**config.mk**
```make
export PLATFORM = sky130hd
export DESIGN_NAME = binary_to_bcd_seq
export DESIGN_NICKNAME = d
export VERILOG_FILES = /design/src/rtl/bcd_pkg.sv /design/src/rtl/bcd_digit_adjust.sv /design/src/rtl/binary_to_bcd_seq.sv
export SDC_FILE = /design/constraint.sdc
export NUM_CORES = 1
export LEC_CHECK = 0
export CAP_MARGIN = 5
export CORE_MARGIN = 4
export CORE_UTILIZATION = 49
export DETAILED_ROUTE_END_ITERATION = 10
export PLACE_DENSITY = 0.75
export SYNTH_ARGS = -nofsm -noshare
export SYNTH_HDL_FRONTEND = slang
export SYNTH_SLANG_ARGS = --single-unit
```
**constraint.sdc**
```tcl
create_clock -name clk -period 1.5 [get_ports clk]
set_input_delay 0.3 -clock clk [delete_from_list [all_inputs] [get_ports clk]]
set_output_delay 0.3 -clock clk [all_outputs]
set_load 0.02 [all_outputs]
```
**src/rtl/bcd_pkg.sv**
```systemverilog
// Shared types and constants for the sequential binary-to-BCD encoder.
// Holds the FSM encoding, the double-dabble adjust constants and the digit-count helper.
package bcd_pkg;

    typedef enum logic [1:0] {
        IDLE,
        SHIFT,
        DONE
    } state_t;

    localparam int BCD_DIGIT_W = 4;
    localparam int ADJ_THRESH  = 5;
    localparam int ADJ_ADD     = 3;

    // Smallest digit count able to show the largest offset-adjusted input.
    function automatic int minDigits(input int binW, input int offset);
        longint maxVal;
        longint limit;
        int     digits;
        maxVal = (longint'(1) << binW) - 1 + longint'(offset);
        limit  = 10;
        digits = 1;
        while (limit <= maxVal) begin
            digits++;
            limit = limit * 10;
        end
        return digits;
    endfunction

endpackage

```
**src/rtl/bcd_digit_adjust.sv**
```systemverilog
// One double-dabble correction stage: a BCD digit of 5 or more gets +3 so the
// following left shift carries correctly into the next decimal digit.
module bcd_digit_adjust
    import bcd_pkg::*;
(
    input  logic [BCD_DIGIT_W-1:0] i_digit,
    output logic [BCD_DIGIT_W-1:0] o_digit
);

    assign o_digit = (i_digit >= BCD_DIGIT_W'(ADJ_THRESH))
                   ? i_digit + BCD_DIGIT_W'(ADJ_ADD)
                   : i_digit;

endmodule

```
**src/rtl/binary_to_bcd_seq.sv**
```systemverilog
// Sequential binary-to-BCD encoder, one shift-and-add-3 step per clock.
// The optional OFFSET turns a 0-based index into the 1-based number shown on the display.
module binary_to_bcd_seq
    import bcd_pkg::*;
#(
    parameter int BIN_W  = 8,
    parameter int DIGITS = 3,
    parameter int OFFSET = 1
) (
    input  logic                          clk,
    input  logic                          rst,
    input  logic                          start,
    input  logic [BIN_W-1:0]              bin,
    output logic                          busy,
    output logic                          done,
    output logic [BCD_DIGIT_W*DIGITS-1:0] bcd
);

    localparam int SH_W  = BIN_W + 1;
    localparam int BCD_W = BCD_DIGIT_W * DIGITS;
    localparam int CNT_W = $clog2(BIN_W + 2);

    if (OFFSET < 0 || OFFSET > 1) begin : g_badOffset
        $error("binary_to_bcd_seq: OFFSET must be 0 or 1");
    end
    if (DIGITS < minDigits(BIN_W, OFFSET)) begin : g_badDigits
        $error("binary_to_bcd_seq: DIGITS too small for BIN_W and OFFSET");
    end

    state_t                  r_state;
    state_t                  w_nextState;
    logic [SH_W-1:0]         r_shreg;
    logic [BCD_W-1:0]        r_acc;
    logic [BCD_W-1:0]        r_bcd;
    logic [CNT_W-1:0]        r_count;
    logic [BCD_W-1:0]        w_accAdj;
    logic [BCD_W+SH_W-1:0]   w_shifted;
    logic                    w_lastShift;

    for (genvar gi = 0; gi < DIGITS; gi++) begin : g_adj
        bcd_digit_adjust u_adj (
            .i_digit(r_acc[gi*BCD_DIGIT_W +: BCD_DIGIT_W]),
            .o_digit(w_accAdj[gi*BCD_DIGIT_W +: BCD_DIGIT_W])
        );
    end

    // The carry out of the top digit is dropped; the DIGITS check guarantees it is always zero.
    assign w_shifted   = {w_accAdj, r_shreg} << 1;
    assign w_lastShift = (r_state == SHIFT) && (r_count == CNT_W'(1));
    assign bcd         = r_bcd;

    always_ff @(posedge clk) begin
        if (rst) begin
            r_state <= IDLE;
        end else begin
            r_state <= w_nextState;
        end
    end

    always_comb begin
        w_nextState = r_state;
        busy        = 1'b1;
        done        = 1'b0;
        case (r_state)
            IDLE: begin
                busy = 1'b0;
                if (start) begin
                    w_nextState = SHIFT;
                end
            end
            SHIFT: begin
                if (w_lastShift) begin
                    w_nextState = DONE;
                end
            end
            DONE: begin
                done        = 1'b1;
                w_nextState = IDLE;
            end
            default: begin
                w_nextState = IDLE;
            end
        endcase
    end

    // The result register is loaded on the final shift so it is already valid while done is high.
    always_ff @(posedge clk) begin
        if (rst) begin
            r_shreg <= '0;
            r_acc   <= '0;
            r_count <= '0;
            r_bcd   <= '0;
        end else begin
            case (r_state)
                IDLE: begin
                    if (start) begin
                        r_shreg <= {1'b0, bin} + SH_W'(OFFSET);
                        r_acc   <= '0;
                        r_count <= CNT_W'(BIN_W + 1);
                    end
                end
                SHIFT: begin
                    r_acc   <= w_shifted[BCD_W+SH_W-1 -: BCD_W];
                    r_shreg <= w_shifted[SH_W-1:0];
                    r_count <= r_count - CNT_W'(1);
                    if (w_lastShift) begin
                        r_bcd <= w_shifted[BCD_W+SH_W-1 -: BCD_W];
                    end
                end
                default: begin
                end
            endcase
        end
    end

endmodule

```
After elaboration in Yosys (flattened, before gate mapping) --
Index checks and enable logic that the tools add are counted.
Word-level totals: register bits after elaboration 39, input port bits 11, output and inout port bits 14, logic and storage cells 38
Operators by class: $add $sub $neg 5, magnitude comparators 3, equality and inequality tests 5, multiplexer cells 14, reductions and logical operators 6
Operators by type and width (count):
- case mux 12 bit (2 select lines) | 1
- case mux 9 bit (2 select lines) | 1
- >= comparator 4 x 3 -> 1 bit, second input constant | 3
- two-way mux 12 bit | 1
- two-way mux 4 bit | 3
- adder 8 x 1 -> 9 bit, second input constant | 1
- two-way mux 9 bit | 1
- adder 4 x 2 -> 4 bit, second input constant | 2
- case mux 4 bit (2 select lines) | 1
- AND reduction 2 bit | 3
- equality test 4 x 1 -> 1 bit, second input constant | 1
- two-way mux 2 bit | 2
- inequality test 2 bit, second input constant | 2
- case mux 2 bit (2 select lines) | 1
- subtractor 4 x 1 -> 4 bit, second input constant | 1
- adder 3 x 2 -> 3 bit, second input constant | 1
- two-way mux 3 bit | 1
- equality test 2 x 1 -> 1 bit, second input constant | 1
- equality test 2 bit, second input constant | 1
- logical NOT 2 bit | 1
- two-way mux 1 bit | 2
- nonzero test 2 bit | 1
- logical AND 1 bit | 1

Depth between registers and ports, before layout --
Gate-level depths: netlist (run 1).
depth in word-level cells 4, gate-level depth with buffers 7, mapped depth without buffers 6

Modules after synthesis --
A second synthesis (run 1) with hierarchy kept.
Second synthesis, totals: cells, all modules 228, area, all modules 1946.9 µm²
Modules (own cells, without submodules):
- binary_to_bcd_seq | times used 1, cells an instance 180, area an instance 1642.8 µm², sequential area each 780.7 µm²
- bcd_digit_adjust | times used 3, cells an instance 16, area an instance 101.3 µm², sequential area each 0.0 µm²

Worst setup path before layout (run 1) --
Ideal clock, no wire load.
kind flip-flop to flip-flop, start register r_acc[4], end register r_acc[6], library setup time 0.074 ns, arrival time 1.372 ns, required time 1.426 ns, path slack 0.054 ns, stages on the path, launching flop included 7, buffers on the path 0, clock period less this slack 1.446 ns, cells stage by stage dfxtp_1 -> inv_1 -> ha_1 -> nand2b_1 -> a21oi_1 -> mux2_2 -> o21ai_0
Between the ends: cells in the longest elaborated chain, start to end 3, elaborated cells between the ends (all ways) 4, classes of those cells 1 x add/sub; 1 x order compare; 2 x mux
RTL lines:
- from (decl) | RTL line binary_to_bcd_seq.sv:33 | logic [BCD_W-1:0] r_acc;
- from (signal assigned) | RTL line binary_to_bcd_seq.sv:103 | r_acc <= w_shifted[BCD_W+SH_W-1 -: BCD_W];
- adder 4 x 2 -> 4 bit or >= comparator 4 x 3 -> 1 bit (tied branches) | RTL line bcd_digit_adjust.sv:11, bcd_digit_adjust.sv:10
- two-way mux 4 bit (*) | RTL line bcd_digit_adjust.sv:11 | ? i_digit + BCD_DIGIT_W'(ADJ_ADD)
- case mux 12 bit (2 select lines) (*) | RTL line binary_to_bcd_seq.sv:94 | case (r_state)
Mark *: on every way between the ends. The rest lies on a longest branch, timed or not. A chain may end at the register's enable or synchronous reset.

Worst setup path after layout (run 1) --
start input port bin[1], end register r_shreg[4]
Between the ends: cells in the longest elaborated chain, start to end 3
RTL lines:
- from (decl) | RTL line binary_to_bcd_seq.sv:13 | input logic [BIN_W-1:0] bin,
- adder 8 x 1 -> 9 bit | RTL line binary_to_bcd_seq.sv:97 | r_shreg <= {1'b0, bin} + SH_W'(OFFSET);
- two-way mux 9 bit | RTL line binary_to_bcd_seq.sv:96 | if (start) begin
- case mux 9 bit (2 select lines) | RTL line binary_to_bcd_seq.sv:94
- to (signal assigned) | RTL line binary_to_bcd_seq.sv:97
- to (signal assigned) | RTL line binary_to_bcd_seq.sv:104 | r_shreg <= w_shifted[SH_W-1:0];
- to (decl) | RTL line binary_to_bcd_seq.sv:32 | logic [SH_W-1:0] r_shreg;
Every way passes these cells. The select of a mux whose other input is x is not followed.

==> impl_results.html, run 1 <==
<table>
<tr><th>Metric</th><th>Value</th></tr>
<tr><th colspan="2">Status</th></tr>
<tr><td>Run status</td><td>finished clean</td></tr>
<tr><th colspan="2">Setup path</th></tr>
<tr><td>Worst setup SP type</td><td>primary input</td></tr>
<tr><td>Required time of the critical path</td><td>1680 ps</td></tr>
<tr><td>Origin of the critical flop-to-flop path</td><td>r_acc[9]</td></tr>
<tr><td>Slowest library cell on the worst path</td><td>sky130_fd_sc_hd__clkdlybuf4s50_1</td></tr>
<tr><td>Cell depth of the worst flop-to-flop path</td><td>6</td></tr>
<tr><td>Cell family with most CP delay</td><td>buffers and inverters</td></tr>
<tr><td>Worst path max stage delay</td><td>around 560 ps</td></tr>
<tr><td>Maximum fanout along the worst path</td><td>4</td></tr>
<tr><td>FF-to-FF setup slack</td><td>approximately 70 ps</td></tr>
<tr><td>Data arrival time at the worst-slack endpoint</td><td>around 1600 ps</td></tr>
<tr><td>Kind of end point of the critical path</td><td>flip-flop</td></tr>
<tr><td>Critical path class</td><td>primary input to flip-flop</td></tr>
<tr><td>Combined buffer and inverter count along the critical path</td><td>1</td></tr>
<tr><td>Reg-to-Reg End</td><td>r_acc[10]</td></tr>
<tr><td>Ordered list of cells on the worst path</td><td>clkdlybuf4s50_1 -&gt; ha_4 -&gt; nand3_1 -&gt; xnor2_1 -&gt; a222oi_1 -&gt; nor2_1</td></tr>
<tr><th colspan="2">Logic synthesis</th></tr>
<tr><td>Post-synth design cell area</td><td>approximately 2000 um2</td></tr>
<tr><td>Register bit total from synthesis</td><td>39</td></tr>
<tr><td>Nets in the synthesized netlist</td><td>between 200 and 250</td></tr>
<tr><td>Number of library cell types mapped by synthesis</td><td>38</td></tr>
<tr><td>Primary FF master, synth</td><td>sky130_fd_sc_hd__dfxtp_1</td></tr>
<tr><td>Cell count after synthesis</td><td>approximately 220</td></tr>
<tr><td>Share of flip-flops with an asynchronous set or reset</td><td>0</td></tr>
<tr><td>Register area share after synthesis</td><td>0.393</td></tr>
<tr><td>Count of warnings emitted by yosys</td><td>0</td></tr>
<tr><td>Number of flops mapped to enable cells by yosys</td><td>0</td></tr>
<tr><td>Syn avg cell area</td><td>a little over 9 um2</td></tr>
<tr><th colspan="2">Clock network</th></tr>
<tr><td>CTS tree</td><td>built</td></tr>
<tr><td>Hold-fix buffers, CTS</td><td>0</td></tr>
<tr><td>H-tree Lvls</td><td>2</td></tr>
<tr><td>Clock network latency to the later pin of the worst-skew pair</td><td>about 300 ps</td></tr>
<tr><td>Number of buffers added by the clock tree synthesis step</td><td>5</td></tr>
<tr><td>Buffer type at the clock tree root</td><td>sky130_fd_sc_hd__clkbuf_8</td></tr>
<tr><td>Clock sinks</td><td>39</td></tr>
<tr><td>Clock transition time at the flip-flop clock pins of the worst setup and hold paths</td><td>~70 ps</td></tr>
<tr><td>Buffer depth of the longest clock path</td><td>2</td></tr>
<tr><th colspan="2">Global routing</th></tr>
<tr><td>Pin count of the biggest net entering global routing</td><td>19</td></tr>
<tr><td>Number of global-route vias before repair</td><td>1707</td></tr>
<tr><td>All-Layer GR Usage</td><td>0.192</td></tr>
<tr><td>Initial antenna violation count</td><td>0</td></tr>
<tr><td>First-pass GRT wire length</td><td>7880 um</td></tr>
<tr><td>Overflow left after global routing</td><td>0</td></tr>
<tr><th colspan="2">STA</th></tr>
<tr><td>Maximum frequency from static timing analysis</td><td>690 MHz</td></tr>
<tr><td>Number of pins exceeding their max-slew limit in the final report</td><td>0</td></tr>
<tr><td>Tightest slew margin relative to the limit</td><td>0.821</td></tr>
<tr><td>Finish-stage setup viols</td><td>0</td></tr>
<tr><td>Final period util</td><td>0.966</td></tr>
<tr><td>WHS</td><td>approximately 480 ps</td></tr>
<tr><td>Worst-case clock skew</td><td>roughly 7.1 ps</td></tr>
<tr><td>Setup TNS Final</td><td>0 ps</td></tr>
<tr><td>Slew at the pin with the worst max-slew slack</td><td>~270 ps</td></tr>
<tr><td>Final min period</td><td>between 1000 and 1500 ps</td></tr>
<tr><td>Final Hold Viols</td><td>0</td></tr>
<tr><th colspan="2">Layout</th></tr>
<tr><td>Final standard cell area without fillers</td><td>2680 um2</td></tr>
<tr><td>Layout cell share with drive strength beyond 1</td><td>0.299</td></tr>
<tr><td>Layout overhead on the synthesized area</td><td>34.6%</td></tr>
<tr><td>Final Core Density</td><td>0.704</td></tr>
<tr><td>Fin nets</td><td>around 290</td></tr>
<tr><td>N_diodes</td><td>0</td></tr>
<tr><th colspan="2">Power</th></tr>
<tr><td>Peak supply drop</td><td>roughly 0.00066 V</td></tr>
<tr><td>Leakage power figure</td><td>0.00107 uW</td></tr>
<tr><td>Switching share of power</td><td>0.251</td></tr>
<tr><td>Internal Power</td><td>1820 uW</td></tr>
<tr><td>Power share of the combinational group</td><td>0.168</td></tr>
<tr><td>Psw</td><td>~610 uW</td></tr>
<tr><td>Ratio of total power to cell area</td><td>about 910 nW/um2</td></tr>
<tr><td>Part of the total power dissipated in sequential elements</td><td>0.456</td></tr>
<tr><td>Clock network fraction of total power</td><td>0.376</td></tr>
<tr><th colspan="2">Job</th></tr>
<tr><td>Number of maximum-capacitance violations</td><td>0</td></tr>
<tr><th colspan="2">Detailed routing</th></tr>
<tr><td>Post-DRT Antenna Nets</td><td>0</td></tr>
<tr><td>Total Routed Length</td><td>~4600 um</td></tr>
<tr><td>Final routed DRC violation total</td><td>0</td></tr>
<tr><td>Pre-Repair DR Iteration Count</td><td>4</td></tr>
<tr><td>DR vias</td><td>between 1500 and 2000</td></tr>
<tr><td>Detail-routed via count per cell</td><td>~5.4</td></tr>
<tr><td>Starting DRT DRC Count</td><td>about 130</td></tr>
<tr><td>Detailed-route wire length per cell</td><td>approximately 14 um</td></tr>
<tr><th colspan="2">Worst hold path</th></tr>
<tr><td>Critical hold path startpoint</td><td>bcd[0]</td></tr>
<tr><td>Cell count of the worst hold path</td><td>2</td></tr>
<tr><td>Sink of the worst hold path</td><td>bcd[0]</td></tr>
<tr><td>Worst hold path class</td><td>flip-flop to flip-flop</td></tr>
<tr><th colspan="2">Place</th></tr>
<tr><td>Detailed Place HPWL</td><td>approximately 3200 um</td></tr>
<tr><td>Post-DP Area</td><td>between 2000 and 2500 um2</td></tr>
<tr><td>IO Port Bufs</td><td>24</td></tr>
<tr><td>Placer Congestion</td><td>0.784</td></tr>
<tr><th colspan="2">Floorplan</th></tr>
<tr><td>Full die area</td><td>slightly above 5000 um2</td></tr>
<tr><td>Initial core utilization</td><td>0.523</td></tr>
<tr><td>Standard cell core area</td><td>3800 um2</td></tr>
<tr><td>Num rows</td><td>22</td></tr>
<tr><td>Die width</td><td>between 70 and 80 um</td></tr>
<tr><td>Io pins</td><td>25</td></tr>
<tr><td>Y dimension of the die</td><td>roughly 72 um</td></tr>
</table>
## metal layers
metal,global-route usage,share of wire,vias to the layer above
met1,0.264,0.48,821
met5,0,0,-
li1,-,-,887
met4,0.0605,0.017,0
met3,0.0561,0.043,9
met2,0.289,0.46,31
## cell families after synthesis
family                   Yosys count  synth area share
AO/OA/AOI/OAI                     63             0.208
XOR/XNOR                           6            0.0264
adder cells (fa/ha/maj)            9            0.0567
buffers and inverters             22            0.0586
flip-flops                        39             0.393
multiplexers                       3            0.0170
AND/OR/NAND/NOR                   75             0.241
## worst max-delay path by stage
stage	slack [ps]	startpoint	cells after the start	to
after floorplan	50	r_acc[4]	6	r_acc[6]
after global placement	-220	bin[0]	6	r_shreg[4]
after detailed placement	-250	bin[0]	6	r_shreg[4]
after CTS	20	r_acc[0]	7	r_acc[1]
after global routing	-30	bin[0]	6	r_shreg[3]
final	50	bin[1]	6	r_shreg[4]
## worst min-delay path, stage by stage (launching register included)
cell	delay, ps
sky130_fd_sc_hd__dfxtp_1	320
sky130_fd_sc_hd__nand2_1	50
sky130_fd_sc_hd__a21oi_1	60
## stage by stage
step,power [uW],cells,worst slack [ps]
final,2430,322,51.0
after global routing,2540,322,-25.2
after CTS,2430,322,19.7
after detailed placement,1530,314,-246
after global placement,1520,314,-225
after floorplan,1360,217,53.7
## final cells by class
cell class              count  area [um2]
flip-flops and latches     39         785
multi-input cells         156        1170
fillers                   313        1120
inverters                  11        41.3
repair buffers             60         502
clock buffers               6        82.6
clock inverters             2        35.0
well taps                  48        60.1
## cell usage in the layout, fill, tap and decap left out, types with 4 or more instances in the layout
master / count
sky130_fd_sc_hd__o21ai_1: 4
sky130_fd_sc_hd__nor3b_1: 6
sky130_fd_sc_hd__a22oi_1: 7
sky130_fd_sc_hd__a211oi_1: 5
sky130_fd_sc_hd__o21ai_2: 7
sky130_fd_sc_hd__nand3_1: 5
sky130_fd_sc_hd__dfxtp_1: 36
sky130_fd_sc_hd__dlygate4sd2_1: 13
sky130_fd_sc_hd__nor2_1: 17
sky130_fd_sc_hd__ha_1: 7
sky130_fd_sc_hd__o21ai_0: 12
sky130_fd_sc_hd__inv_1: 9
sky130_fd_sc_hd__a21oi_1: 15
sky130_fd_sc_hd__clkbuf_8: 6
sky130_fd_sc_hd__nor3_1: 10
sky130_fd_sc_hd__nand2_1: 4
sky130_fd_sc_hd__nand3b_1: 14
sky130_fd_sc_hd__clkdlybuf4s50_1: 10
sky130_fd_sc_hd__buf_4: 35
## what timing repair did
action / 4_1_cts / 5_1_grt
resized for setup: 20 / 23
setup endpoints to repair: 17 / 23
pin swaps: 0 / 4
buffers inserted: 0 / 0
## synth_stat cells, types with 2 or more instances
library cell               instances  share of area
sky130_fd_sc_hd__a211oi_2          2          0.013
sky130_fd_sc_hd__nand3_1           6          0.015
sky130_fd_sc_hd__nor2b_1           3         0.0094
sky130_fd_sc_hd__nand2b_4          2          0.014
sky130_fd_sc_hd__ha_1              9          0.057
sky130_fd_sc_hd__dfxtp_1          39           0.39
sky130_fd_sc_hd__a21oi_1          18          0.045
sky130_fd_sc_hd__nand3b_1         14          0.053
sky130_fd_sc_hd__a222oi_1          2          0.010
sky130_fd_sc_hd__o21ai_0          16          0.040
sky130_fd_sc_hd__buf_2             3         0.0076
sky130_fd_sc_hd__nor3b_1           6          0.023
sky130_fd_sc_hd__nand2_1           4         0.0076
sky130_fd_sc_hd__buf_6             4          0.023
sky130_fd_sc_hd__nor3_1           10          0.025
sky130_fd_sc_hd__nor2_1           17          0.032
sky130_fd_sc_hd__o21ai_2           6          0.026
sky130_fd_sc_hd__xnor2_1           5          0.022
sky130_fd_sc_hd__nand2b_1          4          0.013
sky130_fd_sc_hd__nand4_1           2         0.0063
sky130_fd_sc_hd__a22oi_1           7          0.026
sky130_fd_sc_hd__mux2_2            3          0.017
sky130_fd_sc_hd__clkbuf_1          4         0.0076
sky130_fd_sc_hd__a211oi_1          5          0.019
sky130_fd_sc_hd__o21a_1            3          0.011
sky130_fd_sc_hd__inv_1            11          0.021
## registers in the layout, indices dropped and copies added (netlist names)
signal / cells
r_state: 2
r_count: 4
r_shreg: 9
r_acc: 12
bcd: 12
## power by group through the flow
stage | Clock [uW] | Combinational, uW | Sequential (uW)
3_5_place_dp | 0 | 401 | 1130
3_3_place_gp | 0 | 392 | 1130
5_1_grt | 979 | 450 | 1110
4_1_cts | 933 | 397 | 1100
2_1_floorplan | 0 | 224 | 1140
6_report | 911 | 408 | 1110
Power figures use the tool's default switching activity.
==> run 2, diff against run 1 <==
Settings changed: SKIP_CTS_REPAIR_TIMING from default to 1.
==> impl_results.html, run 2 (synthesis gave the netlist of run 1 again) <==
<table>
<tr><th>Metric</th><th>Value</th></tr>
<tr><th colspan="2">Status</th></tr>
<tr><td>Run status</td><td>finished clean (unchanged)</td></tr>
<tr><th colspan="2">Layout</th></tr>
<tr><td>N_diodes</td><td>0 (unchanged)</td></tr>
<tr><td>Fin nets</td><td>293 (unchanged)</td></tr>
<tr><td>Most frequent cells in the layout</td><td>sky130_fd_sc_hd__dfxtp_1 (38), sky130_fd_sc_hd__buf_4 (35), sky130_fd_sc_hd__nor2_1 (17), sky130_fd_sc_hd__a21oi_1 (15) (was sky130_fd_sc_hd__dfxtp_1 (36), sky130_fd_sc_hd__buf_4 (35), sky130_fd_sc_hd__nor2_1 (17), sky130_fd_sc_hd__a21oi_1 (15), sky130_fd_sc_hd__nand3b_1 (14))</td></tr>
<tr><td>Layout cell share with drive strength beyond 1</td><td>0.274 (was 0.299)</td></tr>
<tr><td>Layout overhead on the synthesized area</td><td>36.3% (was 34.6%)</td></tr>
<tr><td>Most frequent standard cell in the layout excluding fill and tap cells</td><td>sky130_fd_sc_hd__dfxtp_1 (unchanged)</td></tr>
<tr><th colspan="2">Global routing</th></tr>
<tr><td>All-Layer GR Usage</td><td>0.189 (was 0.192)</td></tr>
<tr><td>Initial antenna violation count</td><td>0 (unchanged)</td></tr>
<tr><td>Number of global-route vias before repair</td><td>1693 (was 1707)</td></tr>
<tr><td>Overflow left after global routing</td><td>0 (unchanged)</td></tr>
<tr><td>First-pass GRT wire length</td><td>7770 um (was 7880 um)</td></tr>
<tr><td>Pin count of the biggest net entering global routing</td><td>19 (unchanged)</td></tr>
<tr><th colspan="2">STA</th></tr>
<tr><td>Finish-stage setup viols</td><td>0 (unchanged)</td></tr>
<tr><td>Setup repair after global routing missed its margin</td><td>yes</td></tr>
<tr><td>Final min period</td><td>1470 ps (was 1450 ps)</td></tr>
<tr><td>Number of pins exceeding their max-slew limit in the final report</td><td>0 (unchanged)</td></tr>
<tr><td>Final period util</td><td>0.980 (was 0.966)</td></tr>
<tr><td>Post-route worst setup slack</td><td>29.5 ps (was 51.0 ps)</td></tr>
<tr><td>Final Hold Viols</td><td>0 (unchanged)</td></tr>
<tr><td>Slew at the pin with the worst max-slew slack</td><td>327 ps (was 266 ps)</td></tr>
<tr><td>Maximum frequency from static timing analysis</td><td>680 MHz (was 690 MHz)</td></tr>
<tr><td>Tightest slew margin relative to the limit</td><td>0.780 (was 0.821)</td></tr>
<tr><td>Setup TNS Final</td><td>0 ps (unchanged)</td></tr>
<tr><td>Worst-case clock skew</td><td>7.42 ps (was 7.08 ps)</td></tr>
<tr><th colspan="2">Detailed routing</th></tr>
<tr><td>DR vias</td><td>1744 (was 1748)</td></tr>
<tr><td>DRT met1 WL</td><td>2210 um (was 2180 um)</td></tr>
<tr><td>Highest metal used</td><td>met4 (unchanged)</td></tr>
<tr><td>DR WL met3</td><td>172 um (was 198 um)</td></tr>
<tr><td>Total Routed Length</td><td>4580 um (was 4560 um)</td></tr>
<tr><td>Pre-Repair DR Iteration Count</td><td>4 (unchanged)</td></tr>
<tr><td>Detailed-route wire length per cell</td><td>14.2 um (about the same)</td></tr>
<tr><td>Post-DRT Antenna Nets</td><td>0 (unchanged)</td></tr>
<tr><td>WL met2</td><td>2120 um (was 2100 um)</td></tr>
<tr><td>Final routed DRC violation total</td><td>0 (unchanged)</td></tr>
<tr><td>Starting DRT DRC Count</td><td>91 (was 126)</td></tr>
<tr><td>Detail-routed via count per cell</td><td>5.42 (was 5.43)</td></tr>
<tr><th colspan="2">Floorplan</th></tr>
<tr><td>Standard cell core area</td><td>3800 um2 (unchanged)</td></tr>
<tr><td>Io pins</td><td>25 (unchanged)</td></tr>
<tr><td>Initial core utilization</td><td>0.523 (unchanged)</td></tr>
<tr><td>Y dimension of the die</td><td>71.7 um (unchanged)</td></tr>
<tr><td>Full die area</td><td>5140 um2 (unchanged)</td></tr>
<tr><td>Num rows</td><td>22 (unchanged)</td></tr>
<tr><td>Die width</td><td>71.7 um (unchanged)</td></tr>
<tr><th colspan="2">Power</th></tr>
<tr><td>Leakage power figure</td><td>0.00125 uW (was 0.00107 uW)</td></tr>
<tr><td>Overall Power</td><td>2430 uW (about the same)</td></tr>
<tr><td>Ratio of total power to cell area</td><td>898 nW/um2 (was 907 nW/um2)</td></tr>
<tr><td>Peak supply drop</td><td>0.000660 V (about the same)</td></tr>
<tr><th colspan="2">Setup path</th></tr>
<tr><td>Maximum fanout along the worst path</td><td>3 (was 4)</td></tr>
<tr><td>Cell depth of the worst flop-to-flop path</td><td>6 (unchanged)</td></tr>
<tr><td>Data arrival time at the worst-slack endpoint</td><td>1700 ps (was 1630 ps)</td></tr>
<tr><td>Kind of end point of the critical path</td><td>flip-flop (unchanged)</td></tr>
<tr><td>Critical path class</td><td>flip-flop to flip-flop (was primary input to flip-flop)</td></tr>
<tr><td>Required time of the critical path</td><td>1730 ps (was 1680 ps)</td></tr>
<tr><td>Worst setup SP type</td><td>flip-flop (was primary input)</td></tr>
<tr><th colspan="2">Clock network</th></tr>
<tr><td>Buffer depth of the longest clock path</td><td>2 (unchanged)</td></tr>
<tr><td>H-tree Lvls</td><td>2 (unchanged)</td></tr>
<tr><td>Clock sinks</td><td>39 (unchanged)</td></tr>
<tr><td>Number of buffers added by the clock tree synthesis step</td><td>5 (unchanged)</td></tr>
<tr><td>Clock network latency to the later pin of the worst-skew pair</td><td>300 ps (about the same)</td></tr>
<tr><td>CTS tree</td><td>built (unchanged)</td></tr>
<tr><td>Clock transition time at the flip-flop clock pins of the worst setup and hold paths</td><td>70 ps (about the same)</td></tr>
<tr><td>Buffer type at the clock tree root</td><td>sky130_fd_sc_hd__clkbuf_8 (unchanged)</td></tr>
<tr><th colspan="2">Worst hold path</th></tr>
<tr><td>Cell count of the worst hold path</td><td>2 (unchanged)</td></tr>
<tr><td>Worst hold path class</td><td>flip-flop to flip-flop (unchanged)</td></tr>
<tr><th colspan="2">Place</th></tr>
<tr><td>Detailed Place HPWL</td><td>3200 um (unchanged)</td></tr>
<tr><td>Dpl ws</td><td>-246 ps (unchanged)</td></tr>
<tr><td>IO Port Bufs</td><td>24 (unchanged)</td></tr>
<tr><td>Placer Congestion</td><td>0.784 (unchanged)</td></tr>
<tr><th colspan="2">Job</th></tr>
<tr><td>Number of maximum-capacitance violations</td><td>0 (unchanged)</td></tr>
</table>
-- run 2: final cells by class --
class	instances	area (um2)
clock buffer	6	82.6
multi-input combinational	156	1150
inverter	11	41.3
sequential	39	782
clock inverter	2	35.0
tap	48	60.1
timing repair buffer	60	558
fill	303	1090
-- run 2: critical path, cell delays in order, from the launching register on --
cell                       delay (ps)
sky130_fd_sc_hd__dfxtp_1          330
sky130_fd_sc_hd__inv_1             80
sky130_fd_sc_hd__ha_1             180
sky130_fd_sc_hd__nand2b_1         160
sky130_fd_sc_hd__a21oi_2          180
sky130_fd_sc_hd__mux2_4           340
sky130_fd_sc_hd__o21ai_1          130
-- run 2: power by group --
group	internal (uW)	switching (uW)	leakage (uW)
clock	538	374	0.0000612
sequential	1080	29.7	0.000317
combinational	208	206	0.000867
total	1820	610	0.00125
-- run 2: final timing paths --
| path | endpoint | slack, ps | from |
|---|---|---|---|
| setup / recovery | r_acc[10] | 30 | r_acc[9] |
| hold / removal | bcd[0] | 480 | bcd[0] |
| setup reg to reg | r_acc[10] | 30 | r_acc[9] |
| hold reg to reg | bcd[0] | 480 | bcd[0] |
-- run 2: through the flow --
step / utilization / hold slack (ps) / instances / cell area [um2]
5_1_grt: 0.713 / 506 / 322 / 2710
6_report: 0.713 / 478 / 322 / 2710
4_1_cts: 0.688 / 472 / 322 / 2610
3_3_place_gp: 0.657 / 452 / 314 / 2490
2_1_floorplan: - / 445 / 217 / 1990
3_5_place_dp: 0.657 / 454 / 314 / 2490
-- run 2: per-layer routing --
| metal | GRT usage | vias to the layer above |
|---|---|---|
| met5 | 0 | - |
| met4 | 0.0605 | 0 |
| met3 | 0.0561 | 7 |
| met2 | 0.284 | 23 |
| met1 | 0.259 | 825 |
| li1 | - | 889 |
==> run 3, diff against run 2 <==
Settings changed: PLACE_DENSITY 0.75 to 0.81.
==> impl_results.html, run 3 (synthesis gave the netlist of run 1 again) <==
<table>
<tr><th>Metric</th><th>Value</th></tr>
<tr><th colspan="2">Layout</th></tr>
<tr><td>Most frequent standard cell in the layout excluding fill and tap cells</td><td>sky130_fd_sc_hd__dfxtp_1 (unchanged)</td></tr>
<tr><td>Most frequent cells in the layout</td><td>sky130_fd_sc_hd__dfxtp_1 (37), sky130_fd_sc_hd__buf_4 (35), sky130_fd_sc_hd__nor2_1 (17), sky130_fd_sc_hd__o21ai_0 (16), sky130_fd_sc_hd__dlymetal6s2s_1 (16) (was sky130_fd_sc_hd__dfxtp_1 (38), sky130_fd_sc_hd__buf_4 (35), sky130_fd_sc_hd__nor2_1 (17), sky130_fd_sc_hd__a21oi_1 (15))</td></tr>
<tr><td>N_diodes</td><td>0 (unchanged)</td></tr>
<tr><td>Layout overhead on the synthesized area</td><td>36.6% (was 36.3%)</td></tr>
<tr><td>Layout cell share with drive strength beyond 1</td><td>0.280 (was 0.274)</td></tr>
<tr><td>Number of fill cells</td><td>275 (was 303)</td></tr>
<tr><td>Area used by multi-input combinational logic</td><td>1150 um2 (about the same)</td></tr>
<tr><td>Fin nets</td><td>294 (was 293)</td></tr>
<tr><td>Final Core Density</td><td>0.715 (was 0.713)</td></tr>
<tr><td>Area occupied by registers</td><td>783 um2 (was 782 um2)</td></tr>
<tr><th colspan="2">Setup path</th></tr>
<tr><td>Required time of the critical path</td><td>1710 ps (was 1730 ps)</td></tr>
<tr><td>FF-to-FF setup slack</td><td>-20 ps (was 30 ps)</td></tr>
<tr><td>Worst setup SP type</td><td>flip-flop (unchanged)</td></tr>
<tr><td>Ordered list of cells on the worst path</td><td>inv_1 -&gt; ha_1 -&gt; nand2b_1 -&gt; a21oi_2 -&gt; mux2_2 -&gt; o21ai_0 (was inv_1 -&gt; ha_1 -&gt; nand2b_1 -&gt; a21oi_2 -&gt; mux2_4 -&gt; o21ai_1)</td></tr>
<tr><td>Cell family with most CP delay</td><td>multiplexers (unchanged)</td></tr>
<tr><td>Maximum fanout along the worst path</td><td>3 (unchanged)</td></tr>
<tr><td>Kind of end point of the critical path</td><td>flip-flop (unchanged)</td></tr>
<tr><td>Worst path max stage delay</td><td>370 ps (was 340 ps)</td></tr>
<tr><td>Critical path class</td><td>flip-flop to flip-flop (unchanged)</td></tr>
<tr><td>Data arrival time at the worst-slack endpoint</td><td>1720 ps (was 1700 ps)</td></tr>
<tr><td>Combined buffer and inverter count along the critical path</td><td>1 (unchanged)</td></tr>
<tr><td>Slowest library cell on the worst path</td><td>sky130_fd_sc_hd__mux2_2 (was sky130_fd_sc_hd__mux2_4)</td></tr>
<tr><th colspan="2">Detailed routing</th></tr>
<tr><td>Post-DRT Antenna Nets</td><td>0 (unchanged)</td></tr>
<tr><td>Detail-routed via count per cell</td><td>5.50 (was 5.42)</td></tr>
<tr><td>Starting DRT DRC Count</td><td>103 (was 91)</td></tr>
<tr><td>DR vias</td><td>1777 (was 1744)</td></tr>
<tr><td>Final routed DRC violation total</td><td>0 (unchanged)</td></tr>
<tr><td>Detailed-route wire length per cell</td><td>14.5 um (was 14.2 um)</td></tr>
<tr><td>Total Routed Length</td><td>4700 um (was 4580 um)</td></tr>
<tr><td>Pre-Repair DR Iteration Count</td><td>5 (was 4)</td></tr>
<tr><th colspan="2">Floorplan</th></tr>
<tr><td>Initial core utilization</td><td>0.523 (unchanged)</td></tr>
<tr><td>Num rows</td><td>22 (unchanged)</td></tr>
<tr><td>Die width</td><td>71.7 um (unchanged)</td></tr>
<tr><td>Y dimension of the die</td><td>71.7 um (unchanged)</td></tr>
<tr><td>Full die area</td><td>5140 um2 (unchanged)</td></tr>
<tr><td>Io pins</td><td>25 (unchanged)</td></tr>
<tr><td>Standard cell core area</td><td>3800 um2 (unchanged)</td></tr>
<tr><th colspan="2">Global routing</th></tr>
<tr><td>First-pass GRT wire length</td><td>7450 um (was 7770 um)</td></tr>
<tr><td>Overflow left after global routing</td><td>0 (unchanged)</td></tr>
<tr><td>All-Layer GR Usage</td><td>0.181 (was 0.189)</td></tr>
<tr><td>Initial antenna violation count</td><td>0 (unchanged)</td></tr>
<tr><td>Number of global-route vias before repair</td><td>1603 (was 1693)</td></tr>
<tr><td>Pin count of the biggest net entering global routing</td><td>19 (unchanged)</td></tr>
<tr><th colspan="2">STA</th></tr>
<tr><td>Number of pins exceeding their max-slew limit in the final report</td><td>0 (unchanged)</td></tr>
<tr><td>Setup TNS Final</td><td>-16.9 ps (was 0 ps)</td></tr>
<tr><td>Slew at the pin with the worst max-slew slack</td><td>334 ps (was 327 ps)</td></tr>
<tr><td>Final Hold Viols</td><td>0 (unchanged)</td></tr>
<tr><td>Final min period</td><td>1520 ps (was 1470 ps)</td></tr>
<tr><td>Maximum frequency from static timing analysis</td><td>659 MHz (was 680 MHz)</td></tr>
<tr><td>Tightest slew margin relative to the limit</td><td>0.777 (was 0.780)</td></tr>
<tr><td>Final period util</td><td>1.01 (was 0.980)</td></tr>
<tr><td>Post-route worst setup slack</td><td>-16.9 ps (was 29.5 ps)</td></tr>
<tr><td>Setup repair after global routing missed its margin</td><td>yes (unchanged)</td></tr>
<tr><td>Worst-case clock skew</td><td>3.58 ps (was 7.42 ps)</td></tr>
<tr><td>Finish-stage setup viols</td><td>1 (was 0)</td></tr>
<tr><th colspan="2">Power</th></tr>
<tr><td>Psw</td><td>594 uW (was 610 uW)</td></tr>
<tr><td>Internal Power</td><td>1720 uW (was 1820 uW)</td></tr>
<tr><td>Part of the total power dissipated in sequential elements</td><td>0.480 (was 0.455)</td></tr>
<tr><td>Peak supply drop</td><td>0.000711 V (was 0.000660 V)</td></tr>
<tr><td>Switching share of power</td><td>0.257 (was 0.251)</td></tr>
<tr><td>Clock network fraction of total power</td><td>0.334 (was 0.375)</td></tr>
<tr><td>Power share of the combinational group</td><td>0.187 (was 0.170)</td></tr>
<tr><td>Ratio of total power to cell area</td><td>852 nW/um2 (was 898 nW/um2)</td></tr>
<tr><td>Overall Power</td><td>2310 uW (was 2430 uW)</td></tr>
<tr><td>Leakage power figure</td><td>0.00127 uW (was 0.00125 uW)</td></tr>
<tr><th colspan="2">Clock network</th></tr>
<tr><td>H-tree Lvls</td><td>2 (unchanged)</td></tr>
<tr><td>Buffer depth of the longest clock path</td><td>2 (unchanged)</td></tr>
<tr><td>Clock transition time at the flip-flop clock pins of the worst setup and hold paths</td><td>70 ps (about the same)</td></tr>
<tr><td>Buffer type at the clock tree root</td><td>sky130_fd_sc_hd__clkbuf_8 (unchanged)</td></tr>
<tr><td>CTS tree</td><td>built (unchanged)</td></tr>
<tr><td>Clock network latency to the later pin of the worst-skew pair</td><td>290 ps (was 300 ps)</td></tr>
<tr><td>Clock sinks</td><td>39 (unchanged)</td></tr>
<tr><td>Number of buffers added by the clock tree synthesis step</td><td>5 (unchanged)</td></tr>
<tr><th colspan="2">Place</th></tr>
<tr><td>Detailed Place HPWL</td><td>3290 um (was 3200 um)</td></tr>
<tr><td>IO Port Bufs</td><td>24 (unchanged)</td></tr>
<tr><td>Placer Congestion</td><td>0.818 (was 0.784)</td></tr>
<tr><th colspan="2">Worst hold path</th></tr>
<tr><td>Worst hold path class</td><td>flip-flop to flip-flop (unchanged)</td></tr>
<tr><th colspan="2">Job</th></tr>
<tr><td>Number of maximum-capacitance violations</td><td>0 (unchanged)</td></tr>
<tr><th colspan="2">Status</th></tr>
<tr><td>Run status</td><td>finished with violations (was finished clean)</td></tr>
<tr><td>Violated checks</td><td>negative setup slack</td></tr>
</table>
[run 3: changes by cell type in the layout (fill, tap and decap cells not counted), sizes merged]
cell           change
clkbuf             +2
clkdlybuf4s50      -2
dlymetal6s2s       +2
buf                +1
bufinv             -1
clkinv             -1
[run 3: worst reg2reg max path: cells and delay by family, from the launching register on]
family          cells  cell delay (ps)
flops               1              340
mux                 1              370
simple gates        1              150
compound gates      2              340
buf+inv             1               80
fa+ha+maj           1              170
[run 3: final timing paths]
| kind | from | endpoint | cells past startpoint |
|---|---|---|---|
| min reg2reg | bcd[0] | bcd[0] | 2 |
| min | bcd[0] | bcd[0] | 2 |
| max | r_acc[9] | r_acc[10] | 6 |
| max reg2reg | r_acc[9] | r_acc[10] | 6 |
[run 3: through the flow]
step                instance area [um2]  std cells  hold WS [ps]  setup slack [ps]
floorplan                          1990        217           445              53.7
global placement                   2490        312           466              -210
detailed placement                 2490        312           474              -337
CTS                                2590        320           489              -246
global route                       2720        323           507             -70.4
finish                             2720        323           481             -16.9
[run 3: final cells by class]
type	instances	share of cell area
clock buffers	8	0.0369
inverters	11	0.0152
multi-input cells	156	0.423
flip-flops and latches	39	0.288
well taps	48	0.0221
repair buffers	61	0.215
[run 3: layer usage]
metal / wire length (um) / up-vias / track usage
li1: - / 893 / -
met1: 2180 / 837 / 0.245
met2: 2230 / 36 / 0.292
met3: 198 / 11 / 0.0379
met4: 87 / 0 / 0.0501
met5: 0 / - / 0
[run 3: power by group through the flow]
stage | sequential, uW | clock (uW) | combinational [uW]
after global routing | 1110 | 822 | 468
final | 1110 | 772 | 431
after global placement | 1130 | 0 | 401
after CTS | 1110 | 782 | 413
after floorplan | 1140 | 0 | 224
after detailed placement | 1130 | 0 | 411
